`src/rtl/multi_producer.sv`:
```
// Four-producer round-robin merge into a small FIFO drained over valid/ready.
// Define MULTI_PRODUCER_TAG_EN to store and present the source index (d_out_src).
module multi_producer #(
  parameter int WIDTH = 16,
  parameter int DEPTH = 4
) (
  input  logic             clock,
  input  logic             rst,
  input  logic [WIDTH-1:0] d_in_0,
  input  logic [WIDTH-1:0] d_in_1,
  input  logic [WIDTH-1:0] d_in_2,
  input  logic [WIDTH-1:0] d_in_3,
  input  logic [3:0]       in_valid,
  output logic [3:0]       in_ready,
  output logic [WIDTH-1:0] d_out,
  output logic             d_out_valid,
  input  logic             d_out_ready,
  output logic             rdy
`ifdef MULTI_PRODUCER_TAG_EN
  ,
  output logic [1:0]       d_out_src
`endif
);

  localparam int AW = $clog2(DEPTH);
  localparam int CW = AW + 1;
  localparam logic [CW-1:0] FULL_C = CW'(DEPTH);

  logic [WIDTH-1:0] mem_r [DEPTH];
  logic [AW-1:0]    wr_ptr_r;
  logic [AW-1:0]    rd_ptr_r;
  logic [CW-1:0]    count_r;
  logic [1:0]       rr_r;
  logic             rdy_r;
  logic [WIDTH-1:0] dout_r;
  logic             dout_valid_r;

  logic             full_s;
  logic [3:0]       gnt_s;
  logic [1:0]       gnt_idx_s;
  logic             found_s;
  logic             push_s;
  logic             pop_s;
  logic [WIDTH-1:0] push_data_s;
  logic [AW-1:0]    rd_next_s;
  logic [CW-1:0]    count_next_s;
  logic             head_is_new_s;
  logic [WIDTH-1:0] head_s;

  assign full_s = (count_r == FULL_C);

  // Round-robin search of in_valid starting at rr_r; blocked until ready and while full.
  always_comb begin
    logic [1:0] idx_v;
    idx_v     = 2'd0;
    gnt_s     = 4'b0000;
    gnt_idx_s = rr_r;
    found_s   = 1'b0;
    if (rdy_r && !full_s) begin
      for (int i = 0; i < 4; i++) begin
        idx_v = rr_r + 2'(i);
        if (!found_s && in_valid[idx_v]) begin
          gnt_s[idx_v] = 1'b1;
          gnt_idx_s    = idx_v;
          found_s      = 1'b1;
        end else begin
          found_s = found_s;
        end
      end
    end else begin
      gnt_s = 4'b0000;
    end
  end

  // Select the granted producer's word.
  always_comb begin
    case (gnt_idx_s)
      2'd0:    push_data_s = d_in_0;
      2'd1:    push_data_s = d_in_1;
      2'd2:    push_data_s = d_in_2;
      2'd3:    push_data_s = d_in_3;
      default: push_data_s = d_in_0;
    endcase
  end

  assign push_s    = found_s;
  assign pop_s     = dout_valid_r & d_out_ready;
  assign rd_next_s = pop_s ? (rd_ptr_r + AW'(1)) : rd_ptr_r;

  // Next occupancy from the push/pop pair; simultaneous push and pop leaves it unchanged.
  always_comb begin
    case ({push_s, pop_s})
      2'b10:   count_next_s = count_r + CW'(1);
      2'b01:   count_next_s = count_r - CW'(1);
      default: count_next_s = count_r;
    endcase
  end

  // The word being written lands at the head when it is the only valid entry after this edge.
  assign head_is_new_s = push_s && (wr_ptr_r == rd_next_s);
  assign head_s        = head_is_new_s ? push_data_s : mem_r[rd_next_s];

  // FIFO storage, pointers, arbiter pointer and registered head.
  always_ff @(posedge clock) begin
    if (rst) begin
      for (int i = 0; i < DEPTH; i++) mem_r[i] <= '0;
      wr_ptr_r     <= '0;
      rd_ptr_r     <= '0;
      count_r      <= '0;
      rr_r         <= 2'd0;
      rdy_r        <= 1'b0;
      dout_r       <= '0;
      dout_valid_r <= 1'b0;
    end else begin
      rdy_r <= 1'b1;
      if (push_s) begin
        mem_r[wr_ptr_r] <= push_data_s;
        wr_ptr_r        <= wr_ptr_r + AW'(1);
        rr_r            <= gnt_idx_s + 2'd1;
      end
      rd_ptr_r     <= rd_next_s;
      count_r      <= count_next_s;
      dout_r       <= head_s;
      dout_valid_r <= (count_next_s != '0);
    end
  end

`ifdef MULTI_PRODUCER_TAG_EN
  logic [1:0] src_mem_r [DEPTH];
  logic [1:0] src_r;

  // Source-index shadow of the data FIFO.
  always_ff @(posedge clock) begin
    if (rst) begin
      for (int i = 0; i < DEPTH; i++) src_mem_r[i] <= 2'd0;
      src_r <= 2'd0;
    end else begin
      if (push_s) begin
        src_mem_r[wr_ptr_r] <= gnt_idx_s;
      end
      src_r <= head_is_new_s ? gnt_idx_s : src_mem_r[rd_next_s];
    end
  end

  assign d_out_src = src_r;
`else
  // No source tags are kept in this build.
`endif

  assign in_ready    = gnt_s;
  assign d_out       = dout_r;
  assign d_out_valid = dout_valid_r;
  assign rdy         = rdy_r;

endmodule
```
`config.mk`:
```
export PLATFORM = sky130hd
export DESIGN_NAME = multi_producer
export DESIGN_NICKNAME = d
export VERILOG_FILES = /design/src/rtl/multi_producer.sv
export SDC_FILE = /design/constraint.sdc
export NUM_CORES = 1
export LEC_CHECK = 0
export ABC_AREA = 0
export CAP_MARGIN = 20
export CORE_UTILIZATION = 53
export DETAILED_ROUTE_END_ITERATION = 16
export GPL_ROUTABILITY_DRIVEN = 0
export MAX_ROUTING_LAYER = met4
export PLACE_DENSITY = 0.77
export SYNTH_ARGS = -nofsm -noshare
export SYNTH_HDL_FRONTEND = slang
export SYNTH_SLANG_ARGS = --single-unit
```
`constraint.sdc`:
```
create_clock -name clock -period 4.99 [get_ports clock]
set_clock_uncertainty 0.05 [all_clocks]
set_input_delay 0.7485 -clock clock [delete_from_list [all_inputs] [get_ports clock]]
set_output_delay 0.7485 -clock clock [all_outputs]
set_load 0.03 [all_outputs]
```
==> flow_metrics.py <==
metrics = {
    "routing": {
        "wl_um": 12660,
        "drtPass1Iterations": 6,
        "drt-vias-per-instance": 5.857,
        "drt_iter0_drc": 274,
        "drc": 0,
        "antenna_left": 0,
        "wire_per_inst_um": 17.73,
        "vias": 4182,
    },
    "global_routing": {
        "use_met1": 0.3506,
        "grt_max_degree": 50,
        "grtUsageMet3": 0.03121,
        "grt_pass1_vias": 4184,
        "grtUsageMet2": 0.4521,
        "grt_remaining_overflow": 0,
        "grt.busiest_layer": "met2",
        "antenna_found_initial": 0,
        "grt_first_pass_wirelength_um": 20220,
        "grt_usage": 0.2724,
    },
    "cts": {
        "clockRootBuffer": "clkbuf_8",
        "hold_buffers": 0,
        "clockBufferDepth": 2,
        "clkLatencyLatePin_ns": 0.35,
        "cts_tree": "yes",
        "h-tree-depth": 3,
        "postCtsSetupBuffers": 0,
        "cts_num_sinks": 91,
        "cts_buffers": 9,
        "clk_pin_slew_worst_paths_ns": 0.09,
        "ctsResizeCount": 0,
    },
    "sta": {
        "setup_viol": 0,
        "slew_violations": 0,
        "fmax_mhz": 232.5,
        "whs_ns": 0.5092,
        "post-route-period-util": 0.8618,
        "worst_pin_slew_ns": 1.016,
        "period_needed_ns": 4.300,
        "tns_ns": 0,
        "slew_headroom": 0.3229,
        "hold_viol_final": 0,
        "rsz0062_at_grt": "false",
    },
    "worst_setup_path": {
        "r2r_cells": 12,
        "r2r_start": "rr_r[1]$_SDFFE_PP0N_",
        "critPathArrivalTime_ns": 3.50,
        "regToRegSetupSlack_ns": 0.81,
        "cp-startpoint": "in_valid[2]",
        "crit_required_ns": 4.19,
        "endpoint_kind": "primary output",
        "worstReg2RegEnd": "d_out[15]$_SDFF_PP0_",
        "cp_max_fo": 8,
        "path_class": "input pin to primary output",
        "start_kind": "input pin",
    },
    "hold_path": {
        "min_from": "count_r[2]$_SDFF_PP0_",
        "hold_depth": 2,
        "hold_class": "register to register",
        "min_to": "count_r[2]$_SDFF_PP0_",
    },
    "placed_design": {
        "io_buffers": 92,
        "dp_hpwl_um": 8805,
        "placed_area_um2": 6284,
    },
    "synthesis": {
        "syn_area_um2": 5151,
        "synth_edf_count": 64,
        "seq_area_frac_synth": 0.4780,
        "synthArstFlopShare": 0,
        "ys_ff_latch": 91,
        "yosysUniqueCellTypes": 58,
        "synth_flop_cell": "edfxtp_1",
        "synth_top_area_share": 0.3731,
        "synth_top_area_cell": "edfxtp_1",
        "synth_nets": 570,
        "avgSynthCellArea_um2": 10.62,
        "synth_cells": 485,
        "synth_area_leaders": "edfxtp_1 37%, dfxtp_1 10%, mux2i_1 7.8%, nor2_1 6.9%, ha_1 3.2%",
        "yosysWarnings": 0,
    },
    "cells_and_area": {
        "fin_area_um2": 6466,
        "drive_above_1_share": 0.1231,
        "num-nets-final": 665,
        "syn_to_final_growth_pct": 25.53,
        "antennaDiodeCount": 0,
        "nFillCells": 714,
    },
    "job": {
        "cap_violations": 0,
    },
    "power_and_ir_drop": {
        "ir_worst_vdd_v": 0.0003410,
        "powerDensity_nw_per_um2": 475.0,
        "power.leakage_nw": 2.390,
    },
    "die": {
        "dieArea_um2": 10120,
        "die_h_um": 100.6,
        "rows": 35,
        "coreArea_um2": 9328,
        "initial_core_util": 0.5522,
        "die_w_um": 100.6,
        "ios": 93,
    },
    "run_status": {
        "status": "completed",
    },
}
[per-stage QoR]
stage,instances,util,worst slack [ns],power (W)
3_3_place_gp,698,0.6736,0.5188,0.002557
3_5_place_dp,698,0.6736,0.3779,0.002593
4_1_cts,714,0.6932,0.7281,0.003056
2_1_floorplan,485,-,1.024,0.002049
5_1_grt,714,0.6932,0.3115,0.003258
6_report,714,0.6932,0.6898,0.003072
[how the worst max path moves through the flow]
stage                                       to  slack, ns  cells past startpoint
after floorplan           d_out[10]$_SDFF_PP0_       1.02                     15
after global placement    d_out[15]$_SDFF_PP0_       0.52                     11
after detailed placement   d_out[2]$_SDFF_PP0_       0.38                     11
after CTS                 d_out[15]$_SDFF_PP0_       0.73                     11
after global routing      d_out[15]$_SDFF_PP0_       0.31                     11
final                              in_ready[2]       0.69                      7
[layer usage]
| metal | part of all wire | vias to the layer above |
|---|---|---|
| met3 | 0.062 | 14 |
| met4 | 0.014 | 0 |
| li1 | - | 1992 |
| met1 | 0.45 | 1990 |
| met5 | 0 | - |
| met2 | 0.48 | 186 |
[report_power, final]
part / total [W] / internal, W / switching [W]
Combinational: 0.00156 / 0.000655 / 0.000907
Sequential: 0.00104 / 0.000971 / 0.0000711
Clock: 0.000468 / 0.000188 / 0.000280
Total: 0.00307 / 0.00181 / 0.00126
[cell usage in the layout, fill, tap and decap left out, drive strengths merged, types with 2 or more instances in the layout]
cell | synthesis | final
a31oi | 2 | 2
a222oi | 16 | 16
clkbuf | 22 | 9
a211oi | 16 | 16
or4 | 2 | 2
a2111oi | 2 | 2
a22o | 5 | 5
nor3 | 4 | 4
and2 | 3 | 3
a21oi | 10 | 10
o31ai | 3 | 3
o21ai | 23 | 23
nand2 | 25 | 25
mux4 | 2 | 2
and3 | 2 | 2
a221o | 16 | 16
ha | 13 | 13
xnor2 | 5 | 5
or3 | 2 | 2
a211o | 3 | 3
edfxtp | 64 | 64
xor2 | 3 | 3
mux2 | 17 | 17
inv | 13 | 16
clkdlybuf4s50 | 0 | 92
nor2b | 17 | 17
buf | 13 | 27
nor2 | 96 | 96
mux2i | 40 | 40
nand3b | 2 | 2
dfxtp | 27 | 27
clkinvlp | 0 | 4
[flip-flops by register name, summed over array words and instances (netlist names)]
register and flops:
rr_r 2, count_r 3, mem_r 64, wr_ptr_r 2
rd_ptr_r 2, rdy 1, d_out_valid 1, d_out 16
[critical path, cell delays in order]
cell             delay (ns)
clkdlybuf4s50_1        0.61
or3b_2                 0.47
a211o_1                0.27
a21oi_2                0.32
o21ai_0                0.18
a21oi_1                0.19
clkdlybuf4s50_1        0.70
[area by class of cell]
| class | count | area (um2) | share of cell area |
|---|---|---|---|
| Clock buffer | 9 | 123.9 | 0.01916 |
| Clock inverter | 7 | 58.81 | 0.009094 |
| Inverter | 13 | 48.80 | 0.007546 |
| Multi-Input combinational cell | 346 | 2486 | 0.3845 |
| Sequential cell | 91 | 2464 | 0.3810 |
| Tap cell | 129 | 161.4 | 0.02496 |
| Timing Repair Buffer | 119 | 1124 | 0.1738 |
[cells by family (layout without fill, tap and decap cells)]
kind of cell | after synthesis | count (layout) | synth area share
flip-flops | 91 | 91 | 0.4780
AO/OA/AOI/OAI | 105 | 105 | 0.1620
XOR/XNOR | 8 | 8 | 0.01360
adder cells (fa/ha/maj) | 14 | 14 | 0.03546
buffers and inverters | 48 | 148 | 0.04008
AND/OR/NAND/NOR | 160 | 160 | 0.1399
multiplexers | 59 | 59 | 0.1309
[Yosys cell counts, types with 15 or more instances]
| cell type | number |
|---|---|
| a211oi_1 | 15 |
| nand2_1 | 25 |
| clkbuf_1 | 21 |
| nor2_1 | 95 |
| dfxtp_1 | 27 |
| edfxtp_1 | 64 |
| a221o_1 | 16 |
| o21ai_0 | 23 |
| a222oi_1 | 16 |
| nor2b_1 | 17 |
| mux2i_1 | 40 |
(Power assumes the default switching activity.)
